### config.mk
export PLATFORM = sky130hd
export DESIGN_NAME = softmax_job_sched_flat
export DESIGN_NICKNAME = d
export VERILOG_FILES = /design/src/rtl/softmax_job_sched_if.sv /design/src/rtl/softmax_job_sched.sv /design/src/flat_wrapper.sv
export SDC_FILE = /design/constraint.sdc
export NUM_CORES = 1
export LEC_CHECK = 0
export BUFFER_PORTS_ARGS = -buffer_cell sky130_fd_sc_hd__buf_2
export CAP_MARGIN = 10
export CELL_PAD_IN_SITES_DETAIL_PLACEMENT = 2
export CELL_PAD_IN_SITES_GLOBAL_PLACEMENT = 2
export CORE_MARGIN = 3
export CORE_UTILIZATION = 27
export DETAILED_ROUTE_END_ITERATION = 16
export HOLD_SLACK_MARGIN = 0.03
export PLACE_DENSITY = 0.61
export SKIP_LAST_GASP = 1
export SLEW_MARGIN = 30
export SYNTH_ARGS = -nofsm -noshare
export SYNTH_HDL_FRONTEND = slang
export SYNTH_SLANG_ARGS = --single-unit
### constraint.sdc
create_clock -name clk -period 7.2 [get_ports clk]
set_input_delay 0.36 -clock clk [delete_from_list [all_inputs] [get_ports clk]]
set_output_delay 0.36 -clock clk [all_outputs]
set_load 0.1 [all_outputs]
### src/rtl/softmax_job_sched_if.sv
// Signal bundle of the softmax job scheduler: job intake, engine control and completion.
// The slave modport is the scheduler. The master modport is the job source, the engine and the completion sink.
interface softmax_job_sched_if #(
    parameter int ADDRSIZE = 8,
    parameter int TAG_W    = 4
);
    logic                job_valid;
    logic                job_ready;
    logic [ADDRSIZE-1:0] job_start_addr;
    logic [ADDRSIZE-1:0] job_end_addr;
    logic [TAG_W-1:0]    job_tag;
    logic                sm_init;
    logic                sm_start;
    logic [ADDRSIZE-1:0] sm_start_addr;
    logic [ADDRSIZE-1:0] sm_end_addr;
    logic                sm_done;
    logic                sm_reset;
    logic                cmp_valid;
    logic                cmp_ready;
    logic [TAG_W-1:0]    cmp_tag;
    logic                cmp_err;
    logic                busy;

    modport slave (
        input  job_valid, job_start_addr, job_end_addr, job_tag, sm_done, cmp_ready,
        output job_ready, sm_init, sm_start, sm_start_addr, sm_end_addr, sm_reset,
               cmp_valid, cmp_tag, cmp_err, busy
    );

    modport master (
        output job_valid, job_start_addr, job_end_addr, job_tag, sm_done, cmp_ready,
        input  job_ready, sm_init, sm_start, sm_start_addr, sm_end_addr, sm_reset,
               cmp_valid, cmp_tag, cmp_err, busy
    );
endinterface

### src/rtl/softmax_job_sched.sv
// Softmax job scheduler: queues job descriptors and runs them one at a time on the engine.
// Each job ends in exactly one completion. The completion flags an empty address range or a run that timed out.
module softmax_job_sched #(
    parameter int ADDRSIZE = 8,
    parameter int TAG_W    = 4,
    parameter int DEPTH    = 4,
    parameter int TIMEOUT  = 1024
) (
    input  logic               clk,
    input  logic               reset,
    softmax_job_sched_if.slave bus
);
    // DEPTH is a power of two and at least 2.
    localparam int PTR_W = $clog2(DEPTH);
    // TIMEOUT must be at least 2.
    localparam int CNT_W = (TIMEOUT > 2) ? $clog2(TIMEOUT) : 1;
    localparam logic [CNT_W-1:0] CNT_LAST = CNT_W'(TIMEOUT - 1);

    typedef struct packed {
        logic [ADDRSIZE-1:0] start_addr;
        logic [ADDRSIZE-1:0] end_addr;
        logic [TAG_W-1:0]    tag;
    } job_t;

    typedef enum logic [2:0] {
        IDLE  = 3'd0,
        INIT  = 3'd1,
        START = 3'd2,
        RUN   = 3'd3,
        CPL   = 3'd4
    } state_t;

    state_t           r_state;
    state_t           w_state_nxt;
    job_t             r_mem [DEPTH];
    logic [PTR_W:0]   r_wr_ptr;
    logic [PTR_W:0]   r_rd_ptr;
    job_t             r_cur;
    logic             r_err;
    logic [CNT_W-1:0] r_cnt;
    job_t             w_in;
    job_t             w_head;
    logic             w_full;
    logic             w_empty;
    logic             w_push;
    logic             w_pop;
    logic             w_timeout;
    logic             w_active;

    assign w_in    = {bus.job_start_addr, bus.job_end_addr, bus.job_tag};
    assign w_head  = r_mem[r_rd_ptr[PTR_W-1:0]];
    // The extra pointer bit tells a full FIFO from an empty one.
    assign w_empty = (r_wr_ptr == r_rd_ptr);
    assign w_full  = (r_wr_ptr[PTR_W] != r_rd_ptr[PTR_W]) &&
                     (r_wr_ptr[PTR_W-1:0] == r_rd_ptr[PTR_W-1:0]);
    assign w_push  = bus.job_valid && !w_full;

    // Descriptor storage; contents are only meaningful between the pointers
    always_ff @(posedge clk) begin
        if (w_push) begin
            r_mem[r_wr_ptr[PTR_W-1:0]] <= w_in;
        end
    end

    // FIFO write/read pointers
    always_ff @(posedge clk) begin
        if (reset) begin
            r_wr_ptr <= '0;
            r_rd_ptr <= '0;
        end else begin
            if (w_push) begin
                r_wr_ptr <= r_wr_ptr + 1'b1;
            end
            if (w_pop) begin
                r_rd_ptr <= r_rd_ptr + 1'b1;
            end
        end
    end

    // FSM state register
    always_ff @(posedge clk) begin
        if (reset) begin
            r_state <= IDLE;
        end else begin
            r_state <= w_state_nxt;
        end
    end

    // FSM next state, FIFO pop and timeout detection; sm_done beats a coinciding timeout
    always_comb begin
        w_state_nxt = r_state;
        w_pop       = 1'b0;
        w_timeout   = 1'b0;
        case (r_state)
            IDLE: begin
                if (!w_empty) begin
                    w_pop = 1'b1;
                    if (w_head.end_addr > w_head.start_addr) begin
                        w_state_nxt = INIT;
                    end else begin
                        w_state_nxt = CPL;
                    end
                end else begin
                    w_state_nxt = IDLE;
                end
            end
            INIT:  w_state_nxt = START;
            START: w_state_nxt = RUN;
            RUN: begin
                if (bus.sm_done) begin
                    w_state_nxt = CPL;
                end else if (r_cnt == CNT_LAST) begin
                    w_timeout   = 1'b1;
                    w_state_nxt = CPL;
                end else begin
                    w_state_nxt = RUN;
                end
            end
            CPL: begin
                if (bus.cmp_ready) begin
                    w_state_nxt = IDLE;
                end else begin
                    w_state_nxt = CPL;
                end
            end
            default: w_state_nxt = IDLE;
        endcase
    end

    // Current job, completion error flag and run-cycle counter
    always_ff @(posedge clk) begin
        if (reset) begin
            r_cur <= '0;
            r_err <= 1'b0;
            r_cnt <= '0;
        end else begin
            if (w_pop) begin
                r_cur <= w_head;
                r_err <= !(w_head.end_addr > w_head.start_addr);
            end else if (w_timeout) begin
                r_err <= 1'b1;
            end
            if (r_state == START) begin
                r_cnt <= '0;
            end else if (r_state == RUN) begin
                r_cnt <= r_cnt + 1'b1;
            end
        end
    end

    assign w_active          = (r_state == INIT) || (r_state == START) || (r_state == RUN);
    assign bus.job_ready     = !w_full;
    assign bus.sm_init       = (r_state == INIT);
    assign bus.sm_start      = (r_state == START);
    assign bus.sm_start_addr = w_active ? r_cur.start_addr : '0;
    assign bus.sm_end_addr   = w_active ? r_cur.end_addr : '0;
    // A reset arriving in the timeout cycle discards the job silently instead of aborting the engine.
    assign bus.sm_reset      = w_timeout && !reset;
    assign bus.cmp_valid     = (r_state == CPL);
    assign bus.cmp_tag       = (r_state == CPL) ? r_cur.tag : '0;
    assign bus.cmp_err       = (r_state == CPL) && r_err;
    assign bus.busy          = (r_state != IDLE) || !w_empty;
endmodule

### src/flat_wrapper.sv
// flat-port wrapper written by rule: the top's interface ports become plain ports
module softmax_job_sched_flat 
#(
    parameter int ADDRSIZE = 8,
    parameter int TAG_W    = 4,
    parameter int DEPTH    = 4,
    parameter int TIMEOUT  = 1024
)
  (clk, reset, bus_job_valid, bus_job_start_addr, bus_job_end_addr, bus_job_tag, bus_sm_done, bus_cmp_ready, bus_job_ready, bus_sm_init, bus_sm_start, bus_sm_start_addr, bus_sm_end_addr, bus_sm_reset, bus_cmp_valid, bus_cmp_tag, bus_cmp_err, bus_busy);
  softmax_job_sched_if #(.ADDRSIZE(ADDRSIZE), .TAG_W(TAG_W)) bus_i ();
  input  logic clk;
  input  logic reset;
  input wire logic [$bits(bus_i.job_valid)-1:0] bus_job_valid;
  input wire logic [$bits(bus_i.job_start_addr)-1:0] bus_job_start_addr;
  input wire logic [$bits(bus_i.job_end_addr)-1:0] bus_job_end_addr;
  input wire logic [$bits(bus_i.job_tag)-1:0] bus_job_tag;
  input wire logic [$bits(bus_i.sm_done)-1:0] bus_sm_done;
  input wire logic [$bits(bus_i.cmp_ready)-1:0] bus_cmp_ready;
  output wire logic [$bits(bus_i.job_ready)-1:0] bus_job_ready;
  output wire logic [$bits(bus_i.sm_init)-1:0] bus_sm_init;
  output wire logic [$bits(bus_i.sm_start)-1:0] bus_sm_start;
  output wire logic [$bits(bus_i.sm_start_addr)-1:0] bus_sm_start_addr;
  output wire logic [$bits(bus_i.sm_end_addr)-1:0] bus_sm_end_addr;
  output wire logic [$bits(bus_i.sm_reset)-1:0] bus_sm_reset;
  output wire logic [$bits(bus_i.cmp_valid)-1:0] bus_cmp_valid;
  output wire logic [$bits(bus_i.cmp_tag)-1:0] bus_cmp_tag;
  output wire logic [$bits(bus_i.cmp_err)-1:0] bus_cmp_err;
  output wire logic [$bits(bus_i.busy)-1:0] bus_busy;
  assign bus_i.job_valid = bus_job_valid;
  assign bus_i.job_start_addr = bus_job_start_addr;
  assign bus_i.job_end_addr = bus_job_end_addr;
  assign bus_i.job_tag = bus_job_tag;
  assign bus_i.sm_done = bus_sm_done;
  assign bus_i.cmp_ready = bus_cmp_ready;
  assign bus_job_ready = bus_i.job_ready;
  assign bus_sm_init = bus_i.sm_init;
  assign bus_sm_start = bus_i.sm_start;
  assign bus_sm_start_addr = bus_i.sm_start_addr;
  assign bus_sm_end_addr = bus_i.sm_end_addr;
  assign bus_sm_reset = bus_i.sm_reset;
  assign bus_cmp_valid = bus_i.cmp_valid;
  assign bus_cmp_tag = bus_i.cmp_tag;
  assign bus_cmp_err = bus_i.cmp_err;
  assign bus_busy = bus_i.busy;
  softmax_job_sched #(.ADDRSIZE(ADDRSIZE), .TAG_W(TAG_W), .DEPTH(DEPTH), .TIMEOUT(TIMEOUT)) u_core (.clk(clk), .reset(reset), .bus(bus_i));
endmodule
==> summary.md <==
| Metric | Value |
|---|---|
| Flop pwr share | between 30% and 40% |
| Area of the multi-input gates | 1610 um^2 |
| CP startpoint | u_core.r_state[2]$_SDFF_PP0_ |
| Period minus WS final | 2760 ps |
| Outcome | finished clean |
| Final hold violations | 0 |
| Share of post-route cells with drive strength above 1 | 25.5% |
| Initial core utilization | 28.1% |
| # fillers | between 1,500 and 2,000 |
| DIE HEIGHT | 142 um |
| Clock Power Share | 31.5% |
| Sw power | 940 uW |
| Worst reg2reg path endpoint | u_core.r_state[0]$_SDFF_PP0_ |
| Area Overhead vs Synth | 21.0% |
| Congestion Overflow GR | 0 |
| Vias | 3,017 |
| Worst clock skew | 8.11 ps |
| Pint | 1.56 mW |
| Yosys reg bits | 122 |
| CTS clock-pin slew for the worst setup and hold paths | 60 ps |
| Initial drt markers | 146 |
| Area leader, netlist | edfxtp_1 |
| Worst hold path class | in2reg |
| Die X | 142 um |
| Worst R2R Path Depth | 8 |
| Post-Synth XOR/XNOR Area | ~2.6% |
| P per Cell Area | 416 nW/um^2 |
| Worst EP arrival | around 2400 ps |
| Post-CTS Resized | 0 |
| Initial antenna violation count | 0 |
| Slew margin rel. | 46.5% |
| Sequential cell area fraction in the yosys report | 65.3% |
| Mapped Cells | 367 |
| Hold_buf cts | 0 |
| RSZ-0062 raised after global routing | no |
| End of the critical path | bus_sm_reset |
| Core area | 17,700 um^2 |
| DIE AREA | between 20,000 and 25,000 um^2 |
| Simple-gate portion of the synthesized area | 11.9% |
| H-tree levels | 4 |
| Final WL | 11,600 um |
| Ant diodes | 0 |
| DRT antenna net count | 0 |
| DR WL/cell | 17.5 um |
| First-pass GRT wire length | 18,800 um |
| Slowest cell on crit path | or3b_1 |
| Async S/R FF share, synth | 0% |
| Count leader, synth | edfxtp_1 |
| Max stage delay on crit path | 490 ps |
| Critical Path Source Type | register |
| Skew-Pair Late Insertion Delay | 410 ps |
| Top cell type's share of synthesized area | 48.3% |
| Worst VDD drop | 0.000160 V |
| F_max | between 300 and 400 MHz |
| Crit path required time | just under 7000 ps |
| Setup TNS | 0 ps |
| Port bufs | 51 |
| GPL Wtd Cong | 0.685 |
| Clock tree buffer depth | 2 |
| Worst setup path class | reg2out |
| Yosys warnings | 0 |
| Maxcap violations | 0 |
| Mapped Area | between 4000 and 5000 um^2 |
| CTS Buf Count | 17 |
| Post-CTS Setup Inserts | 0 |
| Total Power | 2.50 mW |
| Synth cell types | 39 |
| Crit-path max FO | 13 |
| Clk sinks | 122 |
| Pin count of the biggest net entering global routing | 32 |
| Worst R2R Setup Slack | 4650 ps |
| Compound-Gate Fraction of Synth Area | roughly 4.9% |
| # rows | 48 |
| Via-to-Cell Ratio | 4.56 |
| CTS tree | done |
| Crit. End Element | primary output |
| HPWL after DPL | 7920 um |
| Final Cycle Share | 38.4% |
| Multiplexer area fraction after synthesis | 9.26% |
| Synth Area in Adders | 3.52% |
| Final-report setup violation count | 0 |
| Register Area | 3240 um^2 |
| Switching share of power | 37.6% |
| Vias in the first global route | about 3,300 |
| DRC viols | 0 |
| Most frequent cells after synthesis | edfxtp_1, nand2_1, dfxtp_1 |
| EDFF count, synth | 80 |
| Global Route Usage Sum | 12.5% |
| Initial DRT Pass Iterations | 4 |
| Top Ports | 52 |
| Synth Net Count | 406 |
| Post-Syn Area per Cell | 13.5 um^2 |
| Area contributors post-synth | edfxtp_1, dfxtp_1, mux4_2 |
| Clock Tree Root | clkbuf_16 |
| CP cell instances | and3b_1 > or3b_1 > nor4_1 > buf_2 |
| Largest family of logic cells by synthesized area | simple AND/OR/NAND/NOR gates |
| Leak | 2.21 nW |
| Fin. max-slew vios | 0 |
| Combinational share of power | 31.8% |
| Layout Nets | 463 |
| Ys flop type | edfxtp_1 |
| Worst-Margin Slew | between 800 and 900 ps |
## power groups by stage
stage	combinational [mW]	sequential [mW]	clock (mW)
after floorplan	0.644	0.895	0
after global placement	0.796	0.929	0
after detailed placement	0.810	0.936	0
after CTS	0.819	0.922	0.813
after global routing	0.889	0.933	0.845
final	0.796	0.917	0.788
## registers in the layout, indices dropped and copies added, names as in the netlist, named ones only
register	cells
u_core.r_err	1
u_core.r_cur	20
u_core.r_rd_ptr	3
u_core.r_wr_ptr	3
u_core.r_cnt	10
u_core.r_state	3
u_core.r_mem	80
## kinds of logic after synthesis
kind of cell	count (synthesis)
DFF	122
muxes	21
AOI/OAI and AO/OA	42
buffers and inverters	30
adders and majority gates	14
and+or+nand+nor	123
xor gates and xnor gates	15
## cell usage in the layout (no fill, tap or decap), types with 4 or more instances in the layout
cell type and instances:
a21oi_1 29, and2_1 17, and3_1 5, buf_2 51
clkbuf_16 17, clkinv_4 4, clkinvlp_4 4, dfxtp_1 41
edfxtp_1 80, ha_1 14, inv_1 14, mux4_2 20
nand2_1 51, nand2b_1 4, nand3_1 4, nand4_1 5
nor2_1 20, nor3_1 4, o21ai_0 4, xnor2_1 9
xor2_1 6
## how the worst min path moves through the flow
stage	from	slack, ps	endpoint	cells past startpoint
after floorplan	u_core.r_cur[10]$_SDFFE_PP0P_	430	u_core.r_cur[10]$_SDFFE_PP0P_	2
after CTS	bus_job_end_addr[6]	140	u_core.r_mem[3][10]$_DFFE_PP_	1
final	bus_job_end_addr[6]	160	u_core.r_mem[0][10]$_DFFE_PP_	1
after detailed placement	u_core.r_cur[18]$_SDFFE_PP0P_	450	u_core.r_cur[18]$_SDFFE_PP0P_	2
after global routing	bus_job_end_addr[0]	150	u_core.r_mem[2][4]$_DFFE_PP_	1
after global placement	u_core.r_cur[14]$_SDFFE_PP0P_	450	u_core.r_cur[14]$_SDFFE_PP0P_	2
## final cells by class
| cell class | count | area share, % |
|---|---|---|
| flip-flops and latches | 122 | 53.9 |
| clock buffers | 17 | 7.07 |
| well taps | 225 | 4.68 |
| multi-input cells | 215 | 26.7 |
| inverters | 14 | 0.874 |
| repair buffers | 54 | 4.62 |
| clock inverters | 14 | 2.08 |
## worst max-delay path, delay by kind of cell (launching register included)
family        cells  cell delay [ps]
simple gates      3             1090
flops             1              430
buf+inv           1              470
## routing by layer
layer / share of wire, % / GRT usage [%] / routed length [um]
met5: 0 / 0 / 0
met4: 1.5 / 4.85 / 172
met3: 4.2 / 3.88 / 488
met2: 47 / 19.5 / 5460
met1: 47 / 16.3 / 5430
## stage by stage
step / hold WS (ps) / cells / worst slack (ps) / util, % / cell area, um^2
global placement: 446 / 630 / 4470 / 30.9 / 5460
detailed placement: 448 / 630 / 4630 / 30.9 / 5460
CTS: 140 / 661 / 4370 / 34.1 / 6010
floorplan: 432 / 367 / 2900 / - / 4970
global route: 148 / 661 / 4280 / 34.1 / 6010
finish: 162 / 661 / 4440 / 34.1 / 6010
Power figures use the tool's default switching activity.
